--- src/rtl/mssd_byte_packer_pkg.sv ---
// Shared types for the demux byte packer.
// Entry layout matches the FIFO word: {port, last, data}.
package mssd_pkg;

  localparam int BITS_PER_BYTE = 8;

  typedef enum logic {
    IDLE    = 1'b0,
    COLLECT = 1'b1
  } packer_state_t;

  typedef struct packed {
    logic [1:0] port;
    logic       last;
    logic [7:0] data;
  } byte_entry_t;

endpackage

--- src/rtl/mssd_byte_packer_if.sv ---
// Byte stream handshake toward the system bus.
// The packer is master; the consumer drives byte_ready.
interface mssd_byte_packer_if;

  logic [7:0] byte_data;
  logic [1:0] byte_port;
  logic       byte_last;
  logic       byte_valid;
  logic       byte_ready;

  modport master (
    output byte_data,
    output byte_port,
    output byte_last,
    output byte_valid,
    input  byte_ready
  );

  modport slave (
    input  byte_data,
    input  byte_port,
    input  byte_last,
    input  byte_valid,
    output byte_ready
  );

endinterface

--- src/rtl/mssd_byte_fifo.sv ---
// Show-ahead byte FIFO with a registered head entry.
// Pointers carry an extra MSB to tell full from empty.
module mssd_byte_fifo
  import mssd_pkg::*;
#(
  parameter int FIFO_DEPTH = 4
) (
  input  logic                          clk,
  input  logic                          rst,
  input  logic                          push,
  input  logic                          pop,
  input  byte_entry_t                   din,
  output byte_entry_t                   dout,
  output logic                          full,
  output logic                          empty,
  output logic [$clog2(FIFO_DEPTH):0]   count
);

  localparam int AW = $clog2(FIFO_DEPTH);
  localparam int PW = AW + 1;

  byte_entry_t    mem [FIFO_DEPTH];
  logic [AW:0]    wr_ptr;
  logic [AW:0]    rd_ptr;
  logic [AW:0]    rd_nxt;
  logic           do_push;
  logic           do_pop;

  assign count   = wr_ptr - rd_ptr;
  assign empty   = (wr_ptr == rd_ptr);
  assign full    = (wr_ptr[AW] != rd_ptr[AW]) &&
                   (wr_ptr[AW-1:0] == rd_ptr[AW-1:0]);
  assign do_pop  = pop & ~empty;
  assign do_push = push & (~full | do_pop);
  assign rd_nxt  = rd_ptr + PW'(do_pop);

  always_ff @(posedge clk) begin
    if (do_push) mem[wr_ptr[AW-1:0]] <= din;
  end

  // Head tracks the entry at the post-edge read pointer,
  // bypassing the array when the new write lands there.
  always_ff @(posedge clk or posedge rst) begin
    if (rst) begin
      wr_ptr <= '0;
      rd_ptr <= '0;
      dout   <= '0;
    end else begin
      wr_ptr <= wr_ptr + PW'(do_push);
      rd_ptr <= rd_nxt;
      if (do_push && wr_ptr[AW-1:0] == rd_nxt[AW-1:0])
        dout <= din;
      else if (do_pop)
        dout <= mem[rd_nxt[AW-1:0]];
    end
  end

endmodule

--- src/rtl/mssd_byte_packer.sv ---
// Packs demux payload bits LSB-first into port-tagged bytes
// and queues them for the system bus.
module mssd_byte_packer
  import mssd_pkg::*;
#(
  parameter int FIFO_DEPTH = 4
) (
  input  logic                clk,
  input  logic                rst,
  input  logic [1:0]          pn,
  input  logic                out_valid,
  input  logic                p3,
  input  logic                p2,
  input  logic                p1,
  input  logic                p0,
  input  logic                error,
  mssd_byte_packer_if.master  bus,
  output logic                frame_abort,
  output logic                overflow
);

  localparam int CW = $clog2(BITS_PER_BYTE);
  localparam int AW = $clog2(FIFO_DEPTH);

  packer_state_t              state;
  packer_state_t              state_nxt;
  logic [CW-1:0]              bitcnt;
  logic [BITS_PER_BYTE-1:0]   sr;
  logic [BITS_PER_BYTE-1:0]   stage_data;
  logic [1:0]                 port_q;
  logic                       stage_v;
  logic [3:0]                 pv;
  logic                       bit_in;
  logic                       take;
  logic                       complete;
  logic                       discard;
  logic                       push;
  logic                       pop;
  logic                       drop;
  logic                       fifo_full;
  logic                       fifo_empty;
  logic [AW:0]                fifo_count;
  byte_entry_t                push_entry;
  byte_entry_t                head;

  assign pv     = {p3, p2, p1, p0};
  assign bit_in = pv[(state == IDLE) ? pn : port_q];

  always_ff @(posedge clk or posedge rst) begin
    if (rst) state <= IDLE;
    else     state <= state_nxt;
  end

  always_comb begin
    state_nxt = state;
    unique case (state)
      IDLE:    if (out_valid && !error) state_nxt = COLLECT;
      COLLECT: if (error || !out_valid) state_nxt = IDLE;
      default: state_nxt = IDLE;
    endcase
  end

  always_comb begin
    take     = out_valid & ~error;
    push     = stage_v & ~error;
    complete = 1'b0;
    discard  = error & stage_v;
    unique case (state)
      IDLE: ;
      COLLECT: begin
        complete = take &&
                   (bitcnt == CW'(BITS_PER_BYTE - 1));
        discard  = error ? (stage_v || bitcnt != '0)
                         : (!out_valid && bitcnt != '0);
      end
      default: ;
    endcase
  end

  always_ff @(posedge clk or posedge rst) begin
    if (rst) begin
      bitcnt      <= '0;
      sr          <= '0;
      port_q      <= '0;
      stage_v     <= 1'b0;
      stage_data  <= '0;
      frame_abort <= 1'b0;
      overflow    <= 1'b0;
    end else begin
      frame_abort <= discard;
      if (drop) overflow <= 1'b1;
      if (error || (state == COLLECT && !out_valid)) begin
        bitcnt <= '0;
        sr     <= '0;
      end else if (take) begin
        if (state == IDLE) port_q <= pn;
        bitcnt <= bitcnt + CW'(1);
        sr     <= complete ? '0 : {bit_in, sr[BITS_PER_BYTE-1:1]};
      end
      if (complete) begin
        stage_v    <= 1'b1;
        stage_data <= {bit_in, sr[BITS_PER_BYTE-1:1]};
      end else begin
        stage_v    <= 1'b0;
      end
    end
  end

  // The stop-bit cycle that follows a byte decides its last flag.
  assign push_entry = '{port: port_q, last: ~out_valid, data: stage_data};
  assign pop        = ~fifo_empty & bus.byte_ready;
  assign drop       = push & fifo_full & ~pop;

  mssd_byte_fifo #(
    .FIFO_DEPTH (FIFO_DEPTH)
  ) u_fifo (
    .clk   (clk),
    .rst   (rst),
    .push  (push),
    .pop   (pop),
    .din   (push_entry),
    .dout  (head),
    .full  (fifo_full),
    .empty (fifo_empty),
    .count (fifo_count)
  );

  assign bus.byte_valid = (fifo_count != '0);
  assign bus.byte_data  = head.data;
  assign bus.byte_port  = head.port;
  assign bus.byte_last  = head.last;

endmodule

--- src/flat_wrapper.sv ---
// flat-port wrapper written by rule: the top's interface ports become plain ports
module mssd_byte_packer_flat import mssd_pkg::*;
#(
  parameter int FIFO_DEPTH = 4
)
  (clk, rst, pn, out_valid, p3, p2, p1, p0, error, frame_abort, overflow, bus_byte_data, bus_byte_port, bus_byte_last, bus_byte_valid, bus_byte_ready);
  mssd_byte_packer_if bus_i ();
  input  logic clk;
  input  logic rst;
  input  logic [1:0] pn;
  input  logic out_valid;
  input  logic p3;
  input  logic p2;
  input  logic p1;
  input  logic p0;
  input  logic error;
  output logic frame_abort;
  output logic overflow;
  output wire logic [$bits(bus_i.byte_data)-1:0] bus_byte_data;
  output wire logic [$bits(bus_i.byte_port)-1:0] bus_byte_port;
  output wire logic [$bits(bus_i.byte_last)-1:0] bus_byte_last;
  output wire logic [$bits(bus_i.byte_valid)-1:0] bus_byte_valid;
  input wire logic [$bits(bus_i.byte_ready)-1:0] bus_byte_ready;
  assign bus_byte_data = bus_i.byte_data;
  assign bus_byte_port = bus_i.byte_port;
  assign bus_byte_last = bus_i.byte_last;
  assign bus_byte_valid = bus_i.byte_valid;
  assign bus_i.byte_ready = bus_byte_ready;
  mssd_byte_packer #(.FIFO_DEPTH(FIFO_DEPTH)) u_core (.clk(clk), .rst(rst), .pn(pn), .out_valid(out_valid), .p3(p3), .p2(p2), .p1(p1), .p0(p0), .error(error), .bus(bus_i), .frame_abort(frame_abort), .overflow(overflow));
endmodule
--- config.mk ---
export PLATFORM = sky130hd
export DESIGN_NAME = mssd_byte_packer_flat
export DESIGN_NICKNAME = d
export VERILOG_FILES = /design/src/rtl/mssd_byte_packer_pkg.sv /design/src/rtl/mssd_byte_packer_if.sv /design/src/rtl/mssd_byte_fifo.sv /design/src/rtl/mssd_byte_packer.sv /design/src/flat_wrapper.sv
export SDC_FILE = /design/constraint.sdc
export NUM_CORES = 1
export LEC_CHECK = 0
export CAP_MARGIN = 20
export CORE_MARGIN = 1
export CORE_UTILIZATION = 45
export CTS_BUF_LIST = sky130_fd_sc_hd__clkbuf_4 sky130_fd_sc_hd__clkbuf_8
export DETAILED_ROUTE_END_ITERATION = 10
export DONT_BUFFER_PORTS = 1
export GPL_TIMING_DRIVEN = 1
export PLACE_DENSITY = 0.69
export SKIP_LAST_GASP = 1
export SYNTH_ARGS = -nofsm -noshare
export SYNTH_HDL_FRONTEND = slang
export SYNTH_SLANG_ARGS = --single-unit
--- constraint.sdc ---
create_clock -name clk -period 2.88 [get_ports clk]
set_clock_uncertainty 0.15 [all_clocks]
set_input_delay 0.144 -clock clk [delete_from_list [all_inputs] [get_ports clk]]
set_output_delay 0.144 -clock clk [all_outputs]
set_load 0.02 [all_outputs]
==> flow_summary.toml, run 1 <==
[placed_design]
dp_slack_ps = 3.927
dp_hpwl_um = 4078
gp_congestion = 0.7410
io_buffers = 0

[yosys]
yosys_most_used_dff = "edfxtp_1"
syn_inst = 241
syn_area_um2 = 3577
ys_seq_area_share_pct = 65.62
synth_seq_cells = 85
avgSynthCellArea_um2 = 14.84
synthDistinctLibCells = 31
synthArstFlopShare_pct = 48.24
synth-edff-count = 44
synth_fp_nets = 260
synth_warnings = 0

[cts]
cts_buffer_depth = 2
cts_root_buf = "clkbuf_8"
path_clk_slew_ps = 90
cts-buffers-inserted = 9
cts_sinks = 85
clk_latency_ps = 340
cts_tree = "built"
htree_levels = 3
post-cts-setup-buffer-count = 0

[sta]
max_freq_ghz = 0.3866
finalHoldViolations = 0
layout_setup_ws_ps = 293.5
rsz0062_at_grt = "false"
fin_crit_ps = 2587
setup_viol = 0
slew_headroom_pct = 46.91
maxSlewViolCount = 0
setup_tns_ps = 0
worst_pin_slew_ps = 791.5
finalCritPeriodShare_pct = 89.81

[global_route]
grt_max_degree = 23
grt_pass1_wl_um = 10570
grt_pass1_vias = 2061
grt_overflow = 0
gr-usage-all-layers_pct = 16.88
antenna_found_initial = 0

[critical_path]
cp_num_buf_inv = 1
crit_path_max_incr_delay_ps = 490
cpMostUsedCell = "ha_1"
path_max_fanout = 11
cp_slowest_cell = "a21oi_2"
path_class = "register to register"
crit_chain = "inv_1, ha_1, nand2_1, o21ai_0, nor2_1, ha_1, xnor2_1, and2_1, a21oi_2, a211o_1"
cp.required_ps = 3020
start_kind = "register"
critical_path.top_delay_family = "compound AO/OA/AOI/OAI gates"
arrival_ps = 2720
crit_path_end_kind = "register"

[min_path]
hp-class = "primary input to register"

[die]
die-width_um = 91.16
initial_utilization_pct = 46.29
die-height_um = 91.16
dieArea_um2 = 8310
rows = 32
core_area_um2 = 7727
pin_count = 25

[routing]
drt-pass1-iter-count = 4
drc = 0
antenna_left = 0
drtIter0Drc = 89
via_per_inst = 5.423
vias = 1985
wl_um = 6311
wl_per_cell_um = 17.24

[pwr]
peakVddDrop_uv = 277.4
clkPwrFrac_pct = 24.9
switching_share_pct = 31.64
switching_power_w = 0.001050
seqPwrFrac_pct = 46.8
power.density_nw_per_um2 = 825.2
comb_power_share_pct = 28.3
power.internal_w = 0.002268
leakage_nw = 1.734

[run]
max-cap-violations = 0

[status]
status = "complete, no violations"

[cells_and_area]
drive_gt1_share_pct = 17.80
n_antenna_cell = 0
area_growth_pct = 12.38
nNetsFinal = 278
[cell usage after synthesis (6+ instances only)]
| library cell | count | share of area, % |
|---|---|---|
| edfxtp_1 | 44 | 37 |
| dfrtp_1 | 41 | 29 |
| nand2_1 | 16 | 1.7 |
| a21oi_1 | 15 | 2.1 |
| and3_1 | 13 | 2.3 |
| inv_1 | 12 | 1.3 |
| nor2_1 | 12 | 1.3 |
| a211o_1 | 11 | 2.7 |
| clkbuf_1 | 9 | 0.94 |
| mux4_2 | 9 | 5.7 |
| ha_1 | 8 | 2.8 |
| mux2_2 | 8 | 2.5 |
| a32oi_1 | 7 | 1.7 |
| mux2i_1 | 6 | 1.7 |
[worst paths after layout]
path	endpoint	depth (start not counted)	slack, ps	startpoint
worst min-delay path	u_core.u_fifo.rd_ptr[0]	4	80	bus_byte_ready
max in group asynchronous	u_core.stage_data[3]	3	1730	rst
worst min register to register	u_core.sr[1]	2	380	u_core.sr[1]
worst max-delay path	u_core.u_fifo.dout[2]	10	290	u_core.u_fifo.rd_ptr[1]
worst max register to register	u_core.u_fifo.dout[2]	10	290	u_core.u_fifo.rd_ptr[1]
min in group asynchronous	u_core.u_fifo.dout[2]	2	140	rst
[layout by cell type (no fill, tap or decap), types with 2 or more instances in the layout]
cell type	count
a211o_1	11
a21oi_1	14
a32oi_1	7
and3_1	13
buf_4	10
clkbuf_8	9
clkinv_1	2
dfrtp_1	41
dlygate4sd3_1	7
edfxtp_1	44
ha_1	8
inv_1	11
inv_6	2
mux2_2	8
mux2i_1	6
mux4_1	2
mux4_2	9
nand2_1	16
nand2b_1	2
nand3_1	2
nor2_1	12
nor2b_1	2
nor3_1	4
o21ai_0	4
xnor2_1	3
xor2_1	2
[per-stage QoR]
stage               utilization (%)  hold slack, ps  std cells  instance area [um2]  power (W)
floorplan                         -           122.7        241                 3581   0.002285
global placement              48.53          -23.41        343                 3750   0.002493
detailed placement            48.53          -21.66        343                 3750   0.002520
CTS                           52.02           73.36        366                 4020   0.003369
global route                  52.02           81.83        366                 4020   0.003505
finish                        52.02           81.60        366                 4020   0.003318
[worst register-to-register path: cells and delay by family, from the launching register on]
kind | cells | cell delay, ps
AOI/OAI and AO/OA | 3 | 920
adders and majority gates | 2 | 600
DFF | 1 | 370
and+or+nand+nor | 3 | 310
xor gates and xnor gates | 1 | 130
buffers and inverters | 1 | 50
[power by group through the flow]
stage | logic [W] | registers [W] | clock network [W]
final | 0.000939 | 0.00155 | 0.000825
after CTS | 0.000957 | 0.00156 | 0.000856
after global routing | 0.00104 | 0.00157 | 0.000902
after global placement | 0.000912 | 0.00158 | 0
after detailed placement | 0.000936 | 0.00158 | 0
after floorplan | 0.000724 | 0.00156 | 0
[timing repair]
action / in CTS / in global routing
resized for setup: 1 / 0
hold buffers: 7 / 0
endpoints found under the setup margin: 11 / 0
endpoints found under the hold margin: 38 / 0
[final cells by class]
cell class,count,area (um2)
Multi-Input combinational cell,133,1139
Sequential cell,85,2347
Clock buffer,9,123.9
Clock inverter,7,72.57
Timing Repair Buffer,18,165.2
Inverter,12,45.04
Fill cell,655,3707
Tap cell,102,127.6
[kinds of logic after synthesis]
kind of cell / synth area share, %
flip-flops: 65.62
AND/OR/NAND/NOR: 7.136
AO/OA/AOI/OAI: 7.695
multiplexers: 11.33
buffers and inverters: 2.658
XOR/XNOR: 2.764
adder cells (fa/ha/maj): 2.798
[metal layers]
metal	wire, um	up-vias	GRT usage (%)
li1	-	937	-
met1	2924	1014	22.39
met2	3171	28	27.34
met3	168	6	3.266
met4	46	0	7.011
met5	0	-	0
[sequential cells by signal, summed over array words and instances (netlist names)]
signal                flops
u_core.bitcnt             3
u_core.frame_abort        1
u_core.overflow           1
u_core.port_q             2
u_core.sr                 7
u_core.stage_data         8
u_core.stage_v            1
u_core.state              1
u_core.u_fifo.dout       11
u_core.u_fifo.mem        44
u_core.u_fifo.rd_ptr      3
u_core.u_fifo.wr_ptr      3
Note: power is estimated with default switching activity, not from simulation.
==> run 2: changes to the inputs <==
- CORE_MARGIN: 1 -> 2
==> run 2 against run 1 <==
Net effect: maximum frequency shrank 0.47%; power grew 0.26%; clock-buffer cell count is the same; register-to-register slack is essentially flat; sequential power is essentially flat; clock power grew 1%; routed wire length grew 2.6%; sequential cell count is the same; non-clock buffer count grew 1; global-route usage shrank 0.15 points; worst hold slack lost 7.8 ps; critical path type unchanged; largest power group unchanged.
==> flow_summary.toml, run 2 (synthesis gave the netlist of run 1 again) <==
[cells_and_area]
drive_gt1_share_pct = 17.74
n_antenna_cell = 0
area_growth_pct = 12.70
fin_util_pct = 52.17
final_cell_mix = "edfxtp_1 (44), dfrtp_1 (41), nand2_1 (16), a21oi_1 (14), and3_1 (13)"
final_common_cell = "edfxtp_1"
nNetsFinal = 279
design_area_um2 = 4031
largest_reg_flops = 44
fillers = 636

[cts]
path_clk_slew_ps = 80
htree_levels = 3
cts_root_buf = "clkbuf_8"
post-cts-setup-buffer-count = 0
cts_tree = "built"
cts_sinks = 85
cts-buffers-inserted = 9
cts_buffer_depth = 2
clk_latency_ps = 360

[routing]
wl_per_cell_um = 17.65
drt-pass1-iter-count = 4
drc = 0
wl_met3_um = 285
wl_met2_um = 3160
wl_um = 6476
drtIter0Drc = 105
via_per_inst = 5.450
antenna_left = 0
top_layer_used = "met4"
wl_met1_um = 2953
vias = 2000

[die]
pin_count = 25
dieArea_um2 = 8679
die-width_um = 93.16
die-height_um = 93.16
rows = 32
core_area_um2 = 7727
initial_utilization_pct = 46.29

[sta]
setup_viol = 0
hold_ws_ps = 73.82
finalHoldViolations = 0
layout_setup_ws_ps = 281.1
max_freq_ghz = 0.3848
rsz0062_at_grt = "false"
finalCritPeriodShare_pct = 90.24
slew_headroom_pct = 60.65
maxSlewViolCount = 0
worst_pin_slew_ps = 590.2
fin_crit_ps = 2599
setup_tns_ps = 0

[global_route]
grt_overflow = 0
grt_max_degree = 34
grt_pass1_vias = 2014
grt_pass1_wl_um = 10750
gr-usage-all-layers_pct = 16.73
antenna_found_initial = 0

[critical_path]
cpMostUsedCell = "ha_1"
crit_chain = "ha_1, nand2_1, o21ai_0, nor2_1, ha_1, xnor2_1, and2_1, buf_4, a21oi_1, a211o_1"
start_kind = "register"
arrival_ps = 2690
cp_slowest_cell = "dfrtp_1"
crit_path_end_kind = "register"
cp_num_buf_inv = 1
path_max_fanout = 22
path_class = "register to register"
critical_path.top_delay_family = "compound AO/OA/AOI/OAI gates"
cp.required_ps = 2970
crit_path_max_incr_delay_ps = 410

[pwr]
power.density_nw_per_um2 = 825.1
leakage_nw = 1.742
peakVddDrop_uv = 331.8

[placed_design]
postPlaceCellArea_um2 = 3750
dp_hpwl_um = 4061
gp_congestion = 0.7663
dp_slack_ps = -14.64
io_buffers = 0

[run]
max-cap-violations = 0

[status]
status = "complete, no violations"

[min_path]
hp-class = "primary input to register"
run 2: cell count changes in the layout (fill, tap and decap cells not counted):
| cell | previous run | this run |
|---|---|---|
| clkinv_4 | 1 | 3 |
| inv_6 | 2 | 1 |
| dlygate4sd3_1 | 7 | 8 |
| clkinvlp_4 | 1 | 0 |
run 2: timing repair:
| action | 4_1_cts | 5_1_grt |
|---|---|---|
| endpoints found under the hold margin | 60 | 0 |
| gates resized for setup | 1 | 0 |
| endpoints found under the setup margin | 9 | 0 |
| hold buffers | 8 | 0 |
run 2: stage by stage:
step	power, W	std cells
after CTS	0.003359	367
after global routing	0.003508	367
after global placement	0.002493	343
after floorplan	0.002285	241
after detailed placement	0.002512	343
final	0.003326	367
run 2: area by class of cell:
type,instances,area [um2],area share [%]
multi-input cells,133,1139,28.24
clock inverters,7,73.82,1.831
inverters,12,45.04,1.117
repair buffers,19,175.2,4.345
well taps,102,127.6,3.166
flip-flops and latches,85,2347,58.22
clock buffers,9,123.9,3.073
run 2: where the power goes:
part | internal [W] | leakage, nW | total, W | switching [W]
logic | 0.000483 | 0.714 | 0.000937 | 0.000454
clock network | 0.000404 | 0.101 | 0.000833 | 0.000429
registers | 0.00138 | 0.928 | 0.00156 | 0.000177
total | 0.00227 | 1.74 | 0.00333 | 0.00106
run 2: worst paths after layout:
kind,startpoint,endpoint,slack [ps],cells after the start
worst max-delay path,u_core.u_fifo.rd_ptr[0],u_core.u_fifo.dout[2],280,10
worst min-delay path,bus_byte_ready,u_core.u_fifo.rd_ptr[0],70,4
worst max register to register,u_core.u_fifo.rd_ptr[0],u_core.u_fifo.dout[2],280,10
worst min register to register,u_core.sr[1],u_core.stage_data[0],400,1
max in group asynchronous,rst,u_core.state,1710,3
min in group asynchronous,rst,u_core.u_fifo.dout[6],200,3
run 2: worst min-delay path, stage by stage:
cell	delay (ps)
o21a_4	120
xnor2_2	80
buf_12	160
inv_1	50
run 2: routing by layer:
layer / vias to the layer above / GRT usage (%)
li1: 937 / -
met1: 1015 / 22.73
met2: 40 / 26.09
met3: 8 / 5.882
met4: 0 / 4.044
met5: - / 0
==> run 3: changes to the inputs <==
- CORE_ASPECT_RATIO: not set -> 0.6
- MAX_ROUTING_LAYER: not set -> met4
==> run 3 against run 2 <==
Net effect: cell count up 1.4%; highest routed layer unchanged; sequential share of layout area up 0.14 points; register-to-register slack about the same; final area down 0.25%.
==> flow_summary.toml, run 3 (synthesis gave the netlist of run 1 again) <==
[pwr]
power.density_nw_per_um2 = 819.5
clkPwrFrac_pct = 24.4
seqPwrFrac_pct = 47.3
comb_power_share_pct = 28.3
switching_power_w = 0.001019
switching_share_pct = 30.91
leakage_nw = 1.734
power.internal_w = 0.002277
peakVddDrop_uv = 313.1

[cts]
clk_latency_ps = 340
cts_sinks = 85
htree_levels = 3
cts-buffers-inserted = 9
path_clk_slew_ps = 80
cts_buffer_depth = 2
cts_tree = "built"
cts_root_buf = "clkbuf_8"

[cells_and_area]
fin_cells = 372
final_common_cell = "edfxtp_1"
n_antenna_cell = 0
largest_reg_flops = 44
final_cell_mix = "edfxtp_1 (44), dfrtp_1 (41), nand2_1 (16), a21oi_1 (14), and3_1 (13)"
nNetsFinal = 278
fin_util_pct = 51.63
design_area_um2 = 4021
area_growth_pct = 12.42
drive_gt1_share_pct = 17.80

[routing]
antenna_left = 0
drt-pass1-iter-count = 4
drtIter0Drc = 147
drc = 0
vias = 1941
wl_per_cell_um = 17.26
via_per_inst = 5.218
wl_um = 6420

[sta]
max_freq_ghz = 0.3840
hold_ws_ps = 88.05
finalCritPeriodShare_pct = 90.41
worst_pin_slew_ps = 768.9
maxSlewViolCount = 0
finalHoldViolations = 0
slew_headroom_pct = 48.42
fin_crit_ps = 2604
rsz0062_at_grt = "false"
setup_viol = 0

[critical_path]
cp_slowest_cell = "a21oi_2"
cp.required_ps = 3010
crit_path_max_incr_delay_ps = 490
start_kind = "register"
crit_path_end_kind = "register"
path_max_fanout = 11
cpMostUsedCell = "ha_1"
arrival_ps = 2740
path_class = "register to register"
crit_chain = "inv_1, ha_1, nand2_1, o21ai_0, nor2_1, ha_1, xnor2_1, and2_1, a21oi_2, a211o_1"

[placed_design]
postPlaceCellArea_um2 = 3757
io_buffers = 0
gp_congestion = 0.8217
dp_hpwl_um = 4361
dp.cells = 349

[run]
max-cap-violations = 0

[global_route]
antenna_found_initial = 0
grt_max_degree = 23
grt_pass1_wl_um = 10750
grt_pass1_vias = 1957
grt_overflow = 0
gr-usage-all-layers_pct = 17.30

[status]
status = "complete, no violations"

[die]
die-width_um = 119.1
dieArea_um2 = 8702
initial_utilization_pct = 45.93
die-height_um = 73.06
pin_count = 25
rows = 25
core_area_um2 = 7789

[min_path]
hp-class = "primary input to register"
run 3: cell count changes in the layout (fill, tap and decap cells not counted):
cell           delta
clkinv_2          +1
inv_6             -1
dlygate4sd3_1     -1
clkinv_4          -3
clkbuf_4          +2
clkinvlp_4        +1
run 3: worst max-delay path: cells and delay by family, from the launching register on:
kind,cells,cell delay [ps]
compound gates,3,920
fa+ha+maj,2,590
flops,1,380
simple gates,3,320
xor+xnor,1,120
buf+inv,1,50
run 3: what timing repair did:
item                                    in CTS  in global routing
buffers inserted                             0                  0
hold endpoints to repair                    38                  0
hold buffers                                 7                  0
endpoints found under the setup margin      11                  0
resized for setup                            1                  0
run 3: cell type report:
| type | count | area [um2] |
|---|---|---|
| clock buffers | 11 | 138.9 |
| clock inverters | 5 | 51.30 |
| fillers | 650 | 3767 |
| inverters | 12 | 45.04 |
| multi-input cells | 133 | 1139 |
| flip-flops and latches | 85 | 2347 |
| well taps | 108 | 135.1 |
| repair buffers | 18 | 165.2 |
run 3: through the flow:
| stage | total power (W) | setup WS, ps | TNS [ps] |
|---|---|---|---|
| CTS | 0.003338 | 255.7 | 0 |
| finish | 0.003296 | 276.2 | 0 |
| global placement | 0.002495 | 84.68 | 0 |
| floorplan | 0.002285 | 30.10 | 0 |
| global route | 0.003487 | 59.54 | 0 |
| detailed placement | 0.002519 | -2.538 | -2.538 |
run 3: final timing paths:
check	startpoint	endpoint	slack, ps	cells after the start
hold reg to reg	u_core.sr[1]	u_core.sr[1]	380	2
setup / recovery	u_core.u_fifo.rd_ptr[1]	u_core.u_fifo.dout[2]	280	10
hold / removal	bus_byte_ready	u_core.u_fifo.rd_ptr[0]	90	4
setup reg to reg	u_core.u_fifo.rd_ptr[1]	u_core.u_fifo.dout[2]	280	10
min in group asynchronous	rst	u_core.bitcnt[0]	130	2
max in group asynchronous	rst	u_core.stage_data[7]	1730	3
run 3: power by group through the flow:
stage	Combinational, W	Clock (W)	Sequential, W
2_1_floorplan	0.000724	0	0.00156
3_5_place_dp	0.000931	0	0.00159
5_1_grt	0.00103	0.000882	0.00157
3_3_place_gp	0.000909	0	0.00159
6_report	0.000932	0.000805	0.00156
4_1_cts	0.000950	0.000826	0.00156
run 3: metal layers:
layer  vias to the layer above  wire length, um  GRT usage (%)  part of all wire (%)
li1                        929                -              -                     -
met1                       966             3210          24.24                    50
met3                         7              377          4.844                   5.9
met2                        39             2766          24.78                    43
met4                         0               65          5.159                   1.0
met5                         -                0              -                     0
